### src/rtl/snake_tile_map.sv
// snake_tile_map: 40x30 sprite-code tile map. HPS writes are queued in a small FIFO
// that drains only during vblank; the renderer reads through a one-cycle registered port.
module snake_tile_map #(
  parameter int FIFO_DEPTH = 4,
  parameter int MAP_W      = 40,
  parameter int MAP_H      = 30
) (
  input  logic       clk,
  input  logic       reset,
  input  logic       chipselect,
  input  logic       write,
  input  logic       read,
  input  logic [2:0] address,
  input  logic [7:0] writedata,
  output logic [7:0] readdata,
  input  logic       vblank,
  input  logic [5:0] rd_tx,
  input  logic [4:0] rd_ty,
  output logic [3:0] rd_code
);

  localparam int PW    = (FIFO_DEPTH > 1) ? $clog2(FIFO_DEPTH) : 1;
  localparam int CW    = PW + 1;
  localparam int MAP_N = MAP_W * MAP_H;
  localparam logic [10:0]   LAST_ADDR = 11'(MAP_N - 1);
  localparam logic [5:0]    MAP_W6    = 6'(MAP_W);
  localparam logic [4:0]    MAP_H5    = 5'(MAP_H);
  localparam logic [CW-1:0] FULL_CNT  = CW'(FIFO_DEPTH);

  typedef enum logic {S_IDLE, S_CLEAR} state_t;

  function automatic logic [10:0] tile_addr(input logic [5:0] tx, input logic [4:0] ty);
    return 11'(ty) * 11'(MAP_W) + 11'(tx);
  endfunction

  state_t        state_q, state_d;
  logic [10:0]   clr_addr_q, clr_addr_d;
  logic [5:0]    tile_x_q;
  logic [4:0]    tile_y_q;
  logic [3:0]    code_q;
  logic          ovf_q;
  logic [PW-1:0] wr_ptr_q, rd_ptr_q;
  logic [CW-1:0] count_q;
  logic [7:0]    readdata_q, rdata_d;
  logic [3:0]    rd_code_q;

  logic [14:0]   fifo_mem [FIFO_DEPTH];
  logic [3:0]    map_mem  [MAP_N];

  logic        wr_en, rd_en, push_req, clr_req, ovf_clr, ovf_set;
  logic        fifo_full, fifo_empty, push, pop, busy;
  logic [14:0] head;
  logic        pop_in_range, rd_in_range;
  logic [10:0] rd_addr;
  logic        ram_we;
  logic [10:0] ram_wa;
  logic [3:0]  ram_wd;
  logic        unused_wd;

  assign wr_en      = chipselect & write;
  assign rd_en      = chipselect & read;
  assign push_req   = wr_en && (address == 3'd2);
  assign clr_req    = wr_en && (address == 3'd3) && writedata[0];
  assign ovf_clr    = wr_en && (address == 3'd3) && writedata[1];
  assign fifo_full  = (count_q == FULL_CNT);
  assign fifo_empty = (count_q == '0);
  assign busy       = (state_q == S_CLEAR);
  assign pop        = !busy && vblank && !fifo_empty;
  // A pop frees a slot in the same cycle, so a push into a full FIFO still lands.
  assign push       = push_req && (!fifo_full || pop);
  assign ovf_set    = push_req && fifo_full && !pop;
  assign head       = fifo_mem[rd_ptr_q];
  assign pop_in_range = (head[14:9] < MAP_W6) && (head[8:4] < MAP_H5);
  assign rd_in_range  = (rd_tx < MAP_W6) && (rd_ty < MAP_H5);
  assign rd_addr      = tile_addr(rd_tx, rd_ty);
  assign unused_wd    = &{1'b0, writedata[7:6]};

  always_comb begin
    state_d    = state_q;
    clr_addr_d = clr_addr_q;
    case (state_q)
      S_IDLE: begin
        if (clr_req) begin
          state_d    = S_CLEAR;
          clr_addr_d = '0;
        end
      end
      S_CLEAR: begin
        if (clr_req)                       clr_addr_d = '0;
        else if (clr_addr_q == LAST_ADDR)  state_d    = S_IDLE;
        else                               clr_addr_d = clr_addr_q + 11'd1;
      end
      default: state_d = S_CLEAR;
    endcase
  end

  always_comb begin
    ram_we = 1'b0;
    ram_wa = clr_addr_q;
    ram_wd = 4'd0;
    if (busy) begin
      ram_we = !reset;
    end else if (pop && pop_in_range) begin
      ram_we = !reset;
      ram_wa = tile_addr(head[14:9], head[8:4]);
      ram_wd = head[3:0];
    end
  end

  always_comb begin
    rdata_d = 8'd0;
    case (address)
      3'd0:    rdata_d = {2'b0, tile_x_q};
      3'd1:    rdata_d = {3'b0, tile_y_q};
      3'd2:    rdata_d = {4'b0, code_q};
      3'd3:    rdata_d = {3'b0, 3'(count_q), ovf_q, busy};
      default: rdata_d = 8'd0;
    endcase
  end

  always_ff @(posedge clk) begin
    if (ram_we) map_mem[ram_wa] <= ram_wd;
  end

  always_ff @(posedge clk) begin
    if (push) fifo_mem[wr_ptr_q] <= {tile_x_q, tile_y_q, writedata[3:0]};
  end

  always_ff @(posedge clk) begin
    if (reset) begin
      state_q    <= S_CLEAR;
      clr_addr_q <= '0;
      tile_x_q   <= '0;
      tile_y_q   <= '0;
      code_q     <= '0;
      ovf_q      <= 1'b0;
      wr_ptr_q   <= '0;
      rd_ptr_q   <= '0;
      count_q    <= '0;
      readdata_q <= '0;
      rd_code_q  <= '0;
    end else begin
      state_q    <= state_d;
      clr_addr_q <= clr_addr_d;
      if (wr_en && address == 3'd0) tile_x_q <= writedata[5:0];
      if (wr_en && address == 3'd1) tile_y_q <= writedata[4:0];
      if (push_req)                 code_q   <= writedata[3:0];
      if (ovf_clr)      ovf_q <= 1'b0;
      else if (ovf_set) ovf_q <= 1'b1;
      if (push) wr_ptr_q <= wr_ptr_q + 1'b1;
      if (pop)  rd_ptr_q <= rd_ptr_q + 1'b1;
      count_q <= count_q + CW'(push) - CW'(pop);
      if (rd_en) readdata_q <= rdata_d;
      // Same-edge RAM write is not forwarded: the renderer sees the old code this cycle.
      rd_code_q <= rd_in_range ? map_mem[rd_addr] : 4'd0;
    end
  end

  assign readdata = readdata_q;
  assign rd_code  = rd_code_q;

endmodule

### config.mk
export PLATFORM = sky130hd
export DESIGN_NAME = snake_tile_map
export DESIGN_NICKNAME = d
export VERILOG_FILES = /design/src/rtl/snake_tile_map.sv
export SDC_FILE = /design/constraint.sdc
export NUM_CORES = 2
export LEC_CHECK = 0
export BUFFER_PORTS_ARGS = -buffer_cell sky130_fd_sc_hd__clkbuf_2
export CORE_MARGIN = 1.5
export CORE_UTILIZATION = 40
export DETAILED_ROUTE_END_ITERATION = 8
export PLACE_DENSITY = 0.61
export SYNTH_ARGS = -nofsm -noshare
export SYNTH_HDL_FRONTEND = slang
export SYNTH_MEMORY_MAX_BITS = 65536
export SYNTH_SLANG_ARGS = --single-unit
### constraint.sdc
create_clock -name clk -period 41.8 [get_ports clk]
set_clock_uncertainty 0.2 [all_clocks]
set_input_delay 4.18 -clock clk [delete_from_list [all_inputs] [get_ports clk]]
set_output_delay 4.18 -clock clk [all_outputs]
set_load 0.05 [all_outputs]
; Word-level counts from Yosys, hierarchy flattened
; Memory sizes are Yosys's and may differ from the RTL's. A register that Yosys moved wholly into a read port is not among the register bits.
; Index checks and enable logic that the tools add are counted.
[totals]
reg_bits = 43
latch_bits = 0
ram_bits = 4860
rom_bits = 0
input_bits = 28
elab_cells = 82
mem_count = 2
[memory_table]
columns = name, depth, width, read_ports, rd_ports_with_merged_regs, wr, line_no
row1 = map_mem, 1200, 4, 1, 1, 1, 48  ; logic [3:0] map_mem [MAP_N];
row2 = fifo_mem, 4, 15, 1, 1, 1, 47  ; logic [14:0] fifo_mem [FIFO_DEPTH];
[op_classes]
add_sub_neg = 7
multipliers = 2
div = 0
order_cmp = 4
n_eq_ne = 7
shifts = 0
muxes = 21
bitwise_logic = 4
reduce_logical = 25
[ops]
columns = op, count
row1 = 11-bit two-way mux, 5
row2 = 6-bit one-hot mux with 4 select lines, 1
row3 = 11-bit by 6-bit adder with 11-bit output, 2
row4 = 11-bit one-hot mux with 2 select lines, 1
row5 = "5-bit by 3-bit multiplier with 8-bit output, second input constant", 2
row6 = 1-bit logical AND, 14
row7 = "6-bit less-than comparator, second input constant", 2
row8 = "11-bit by 1-bit adder with 11-bit output, second input constant", 1
row9 = "11-bit equality test, second input constant", 1
row10 = "5-bit less-than comparator, second input constant", 2
row11 = 1-bit two-way mux, 9
row12 = 4-bit two-way mux, 2
row13 = "3-bit by 2-bit equality test with 1-bit output, second input constant", 2
row14 = 3-bit zero test, 2
row15 = 1-bit zero test, 5
row16 = "2-bit by 1-bit adder with 2-bit output, second input constant", 2
row17 = 2-bit two-way mux, 2
row18 = 2-bit OR reduction, 2
row19 = 3-bit by 1-bit adder with 3-bit output, 1
row20 = "3-bit by 1-bit equality test with 1-bit output, second input constant", 1
row21 = "3-bit equality test, second input constant", 1
row22 = "3-bit != test, second input constant", 1
row23 = 3-bit by 1-bit subtractor with 3-bit output, 1
row24 = 1-bit AND, 2
row25 = 5 further kinds, 6

; Depth between registers and ports, before layout
[depth]
word_depth = 8
mapped_depth = 17

; Worst setup path before layout
; No wires, ideal clock.
[synth_timing]
kind = input -> register
startpoint = input vblank
endpoint = memory map_mem[0][0], data pin
arrival_ps = 33920
path_slack_ps = 1569
stages = 5
n_path_buf = 1
path_cell_list = nand2b_1 > nor2_1 > nand3_4 > clkbuf_1 > nor2b_1
[synth_via]
elab_chain_len = 5
[synth_lines]
columns = element, line_no
row1 = start: declaration, 16  ; input logic vblank,
row2 = 1-bit logical AND (2 in a row), 68  ; assign pop = !busy && vblank && !fifo_empty;
row3 = via pop, 51  ; logic fifo_full, fifo_empty, push, pop, busy;
row4 = 1-bit logical AND, 103  ; end else if (pop && pop_in_range) begin
row5 = 4-bit two-way mux, 103
row6 = 4-bit two-way mux, 101  ; if (busy) begin
row7 = via ram_wd[0], 57  ; logic [3:0] ram_wd;
row8 = end: declaration, 48
; The timed path passes the listed nets, and every way through them passes these cells.

; Worst setup path in the final report
[layout_timing]
startpoint = input rd_tx[0]
endpoint = register rd_code_q[1] (netlist: rd_code[1]), read port of map_mem
[layout_via]
elab_chain_len = 4
[layout_lines]
columns = element, line_no
row1 = start: declaration, 17  ; input logic [5:0] rd_tx,
row2 = 6-bit less-than comparator, 74  ; assign rd_in_range = (rd_tx < MAP_W6) && (rd_ty < MAP_H5);
row3 = 1-bit logical AND, 74
row4 = 1-bit NOT (no source line), --
row5 = 2-bit OR reduction (no source line), --
row6 = end: declaration, 45  ; logic [3:0] rd_code_q;
; Several ways; a longest one is shown, not always the timed one.
; A chain may end at the register's enable or synchronous reset.

==> flow_summary.yaml <==
die:
  start_util: 0.402
  row_count: 255
  die_w_um: 700
  die_area_um2: 489000
  core_um2: 483000
  die_y_um: 700
  pin_count: 40
logic_synthesis:
  ys_types: 84
  avgSynthCellArea_um2: 19.5
  synth-xor-area-share: 0.00158
  synthSimpleGateAreaFrac: 0.0415
  yosys.area_share.adder: 0.00213
  syn_area_um2: 194000
  synth_most_common_cell: "edfxtp_1"
  synth_common_cells: "edfxtp_1 (4860), nor2_1 (1326), mux4_2 (1057), mux2i_1 (442), nand2_1 (267)"
  ys_ff_latch: 4907
  async_flop_share: 0
  ys_warn_count: 0
  muxShareOfSynthArea: 0.146
  synth_top_family_by_area: "multiplexers"
  synth.area.top_cells: "edfxtp_1 (75%), mux4_2 (12%), nor2_1 (2.6%), mux2i_1 (2.3%), o221ai_1 (0.94%)"
  synth_edf_count: 4860
  ys_seq_area_frac: 0.757
  synth_top_area_frac: 0.752
  synth_compound_area_frac: 0.0326
  netlist_instances: 9976
  ys.flop_type: "edfxtp_1"
  yosysTopAreaCell: "edfxtp_1"
sta:
  tightestPinTransition_ns: 1.43
  tns_ns: 0
  fmax_mhz: 94.4
  period_share: 0.254
  finalHoldViolations: 0
  rsz0062_at_grt: "false"
  holdWs_ns: 0.299
  relSlewSlack: 0.0452
  timing.final.crit_period_ns: 10.60
  drv_slew: 0
  finalSetupViolCount: 0
power_and_ir_drop:
  seqPwrFrac: 0.517
  p_switching_mw: 2.29
  intPower_mw: 8.01
  power.leakage_nw: 59.0
  switching_share: 0.223
  combPwrFrac: 0.051
  power_density_nw_per_um2: 47.4
  pwr-share-clk: 0.432
  irDropWorstVdd_v: 0.0000434
  finalPower_mw: 10.3
detailed_routing:
  drt-vias-per-instance: 5.97
  firstDrtPassIters: 6
  drc_errors: 0
  wl_mm: 542
  drtIter0Drc: 12969
  vias: 101273
  drt-wirelength-per-cell_um: 32.0
  ant_nets: 0
placement:
  io_buffers: 35
  hpwl_mm: 319
  dpl.cell_count: 16008
  place_congestion: 0.854
critical_path:
  crit_type: "in2reg"
  reg2reg_slack_ns: 34.69
  critPathMaxFanout: 76
  arrival_ns: 11.32
  required_ns: 42.52
  reg2reg_depth: 13
  end_kind: "flip-flop"
  start_kind: "input port"
clock_network:
  path_clk_slew_ns: 0.06
  cts_max_path_buffers: 4
  cts.sinks: 4907
  htree_num_levels: 6
  clk_latency_ns: 1.02
  cts_tree: "yes"
  hold_buffers: 0
  cts_buffers: 519
  postCtsSetupBuffers: 0
  root_buffer: "clkbuf_16"
  cts_resized: 0
finish:
  fin_nets: 10162
  drive_gt1_frac: 0.206
  final_cells: 16957
  n_fill_cell: 40327
  syn_to_final_growth_pct: 12.1
run:
  cap_violations: 0
outcome:
  status: "complete, no violations"
hold_path:
  hold_depth: 2
  hold_path.class: "reg2reg"
global_route:
  grt_usage: 0.217
  antenna_found_initial: 48
  grt_max_degree: 207
  grt_pass1_vias: 102320
  gr-total-overflow: 0
  grt_pass1_wl_mm: 764
## critical path, cell delays in order
cell and delay [ns]:
buf_12 0.34, buf_4 0.77, buf_4 0.66, buf_4 0.61, buf_4 0.62, buf_4 0.62
mux4_2 0.57, o22ai_1 0.30, nor4_1 0.21, a21oi_1 0.42, nor3_1 0.08, a311oi_1 0.70
o311ai_1 0.32, buf_4 0.26, a311o_1 0.34
## final timing paths
kind / end / start
hold / removal: code_q[1]$_SDFFE_PP0P_ / code_q[1]$_SDFFE_PP0P_
setup reg to reg: map_mem[151][0]$_DFFE_PP_ / flip-flop
setup / recovery: rd_code[1]$_SDFF_PP0_ / rd_tx[0]
hold reg to reg: code_q[1]$_SDFFE_PP0P_ / code_q[1]$_SDFFE_PP0P_
## registers in the layout, indices dropped and copies added, names as in the netlist, named ones only
| signal | count |
|---|---|
| tile_x_q | 6 |
| fifo_mem | 60 |
| wr_ptr_q | 2 |
| ovf_q | 1 |
| code_q | 4 |
| busy | 1 |
| rd_ptr_q | 2 |
| tile_y_q | 5 |
| rd_code | 4 |
| readdata | 6 |
| clr_addr_q | 11 |
| count_q | 3 |
| map_mem | 4800 |
## cells by family after synthesis
group                      count (synthesis)
xor gates and xnor gates                  35
and+or+nand+nor                         1903
other                                      1
muxes                                   1506
adders and majority gates                 30
AOI/OAI and AO/OA                        885
DFF                                     4907
buffers and inverters                    709
## cell type report
type,instances,area (um^2),area share
Clock buffer,633,13700,0.0630
Timing Repair Buffer,295,2360,0.0109
Clock inverter,286,2570,0.0118
Tap cell,6425,8040,0.0369
Antenna cell,30,75.1,0.000345
Inverter,20,88.8,0.000408
Multi-Input combinational cell,4361,43800,0.202
Sequential cell,4907,147000,0.675
## stage by stage
step	util	instance area, um^2	setup WS, ns
floorplan	-	194000	1.57
global placement	0.417	201000	30.12
detailed placement	0.417	201000	30.04
CTS	0.451	217000	31.15
global route	0.451	217000	30.80
finish	0.451	218000	31.20
## power by group through the flow
| stage | logic, mW | registers, mW | clock network [mW] |
|---|---|---|---|
| 2_1_floorplan | 0.264 | 5.43 | 0 |
| 3_3_place_gp | 0.514 | 5.43 | 0 |
| 3_5_place_dp | 0.515 | 5.43 | 0 |
| 4_1_cts | 0.516 | 5.33 | 4.50 |
| 5_1_grt | 0.531 | 5.33 | 4.68 |
| 6_report | 0.525 | 5.33 | 4.45 |
## routing by layer
layer	routed length [um]	vias up	global-route usage
li1	-	41098	-
met1	207000	53583	0.292
met2	259000	5590	0.351
met3	55700	986	0.0485
met4	19900	16	0.0748
met5	106	-	0
## layout by cell type (no fill, tap or decap), drive strengths merged, types with 8 or more instances in the layout
cell / synthesis / layout
o21ai: 62 / 62
a32oi: 40 / 40
mux4: 1057 / 1057
ha: 25 / 25
o22a: 25 / 25
dfxtp: 47 / 47
bufinv: 0 / 34
nand2b: 12 / 12
nor2b: 16 / 16
and3: 10 / 10
o211ai: 15 / 15
clkinv: 2 / 221
a31oi: 23 / 23
o31ai: 9 / 9
and2: 10 / 10
nand3: 105 / 105
nor4: 38 / 38
a211oi: 9 / 9
diode: 0 / 30
mux2i: 442 / 442
a22o: 8 / 8
nand3b: 8 / 8
xnor2: 26 / 26
nor3: 51 / 51
edfxtp: 4860 / 4860
inv: 18 / 43
a22oi: 50 / 50
or3: 10 / 10
o41ai: 10 / 10
clkbuf: 219 / 665
o22ai: 264 / 264
nand2: 267 / 267
xor2: 9 / 9
o221ai: 209 / 209
clkinvlp: 0 / 8
buf: 470 / 263
nand4: 17 / 17
a21oi: 112 / 112
nor2: 1337 / 1337
Note: power is estimated with default switching activity, not from simulation.
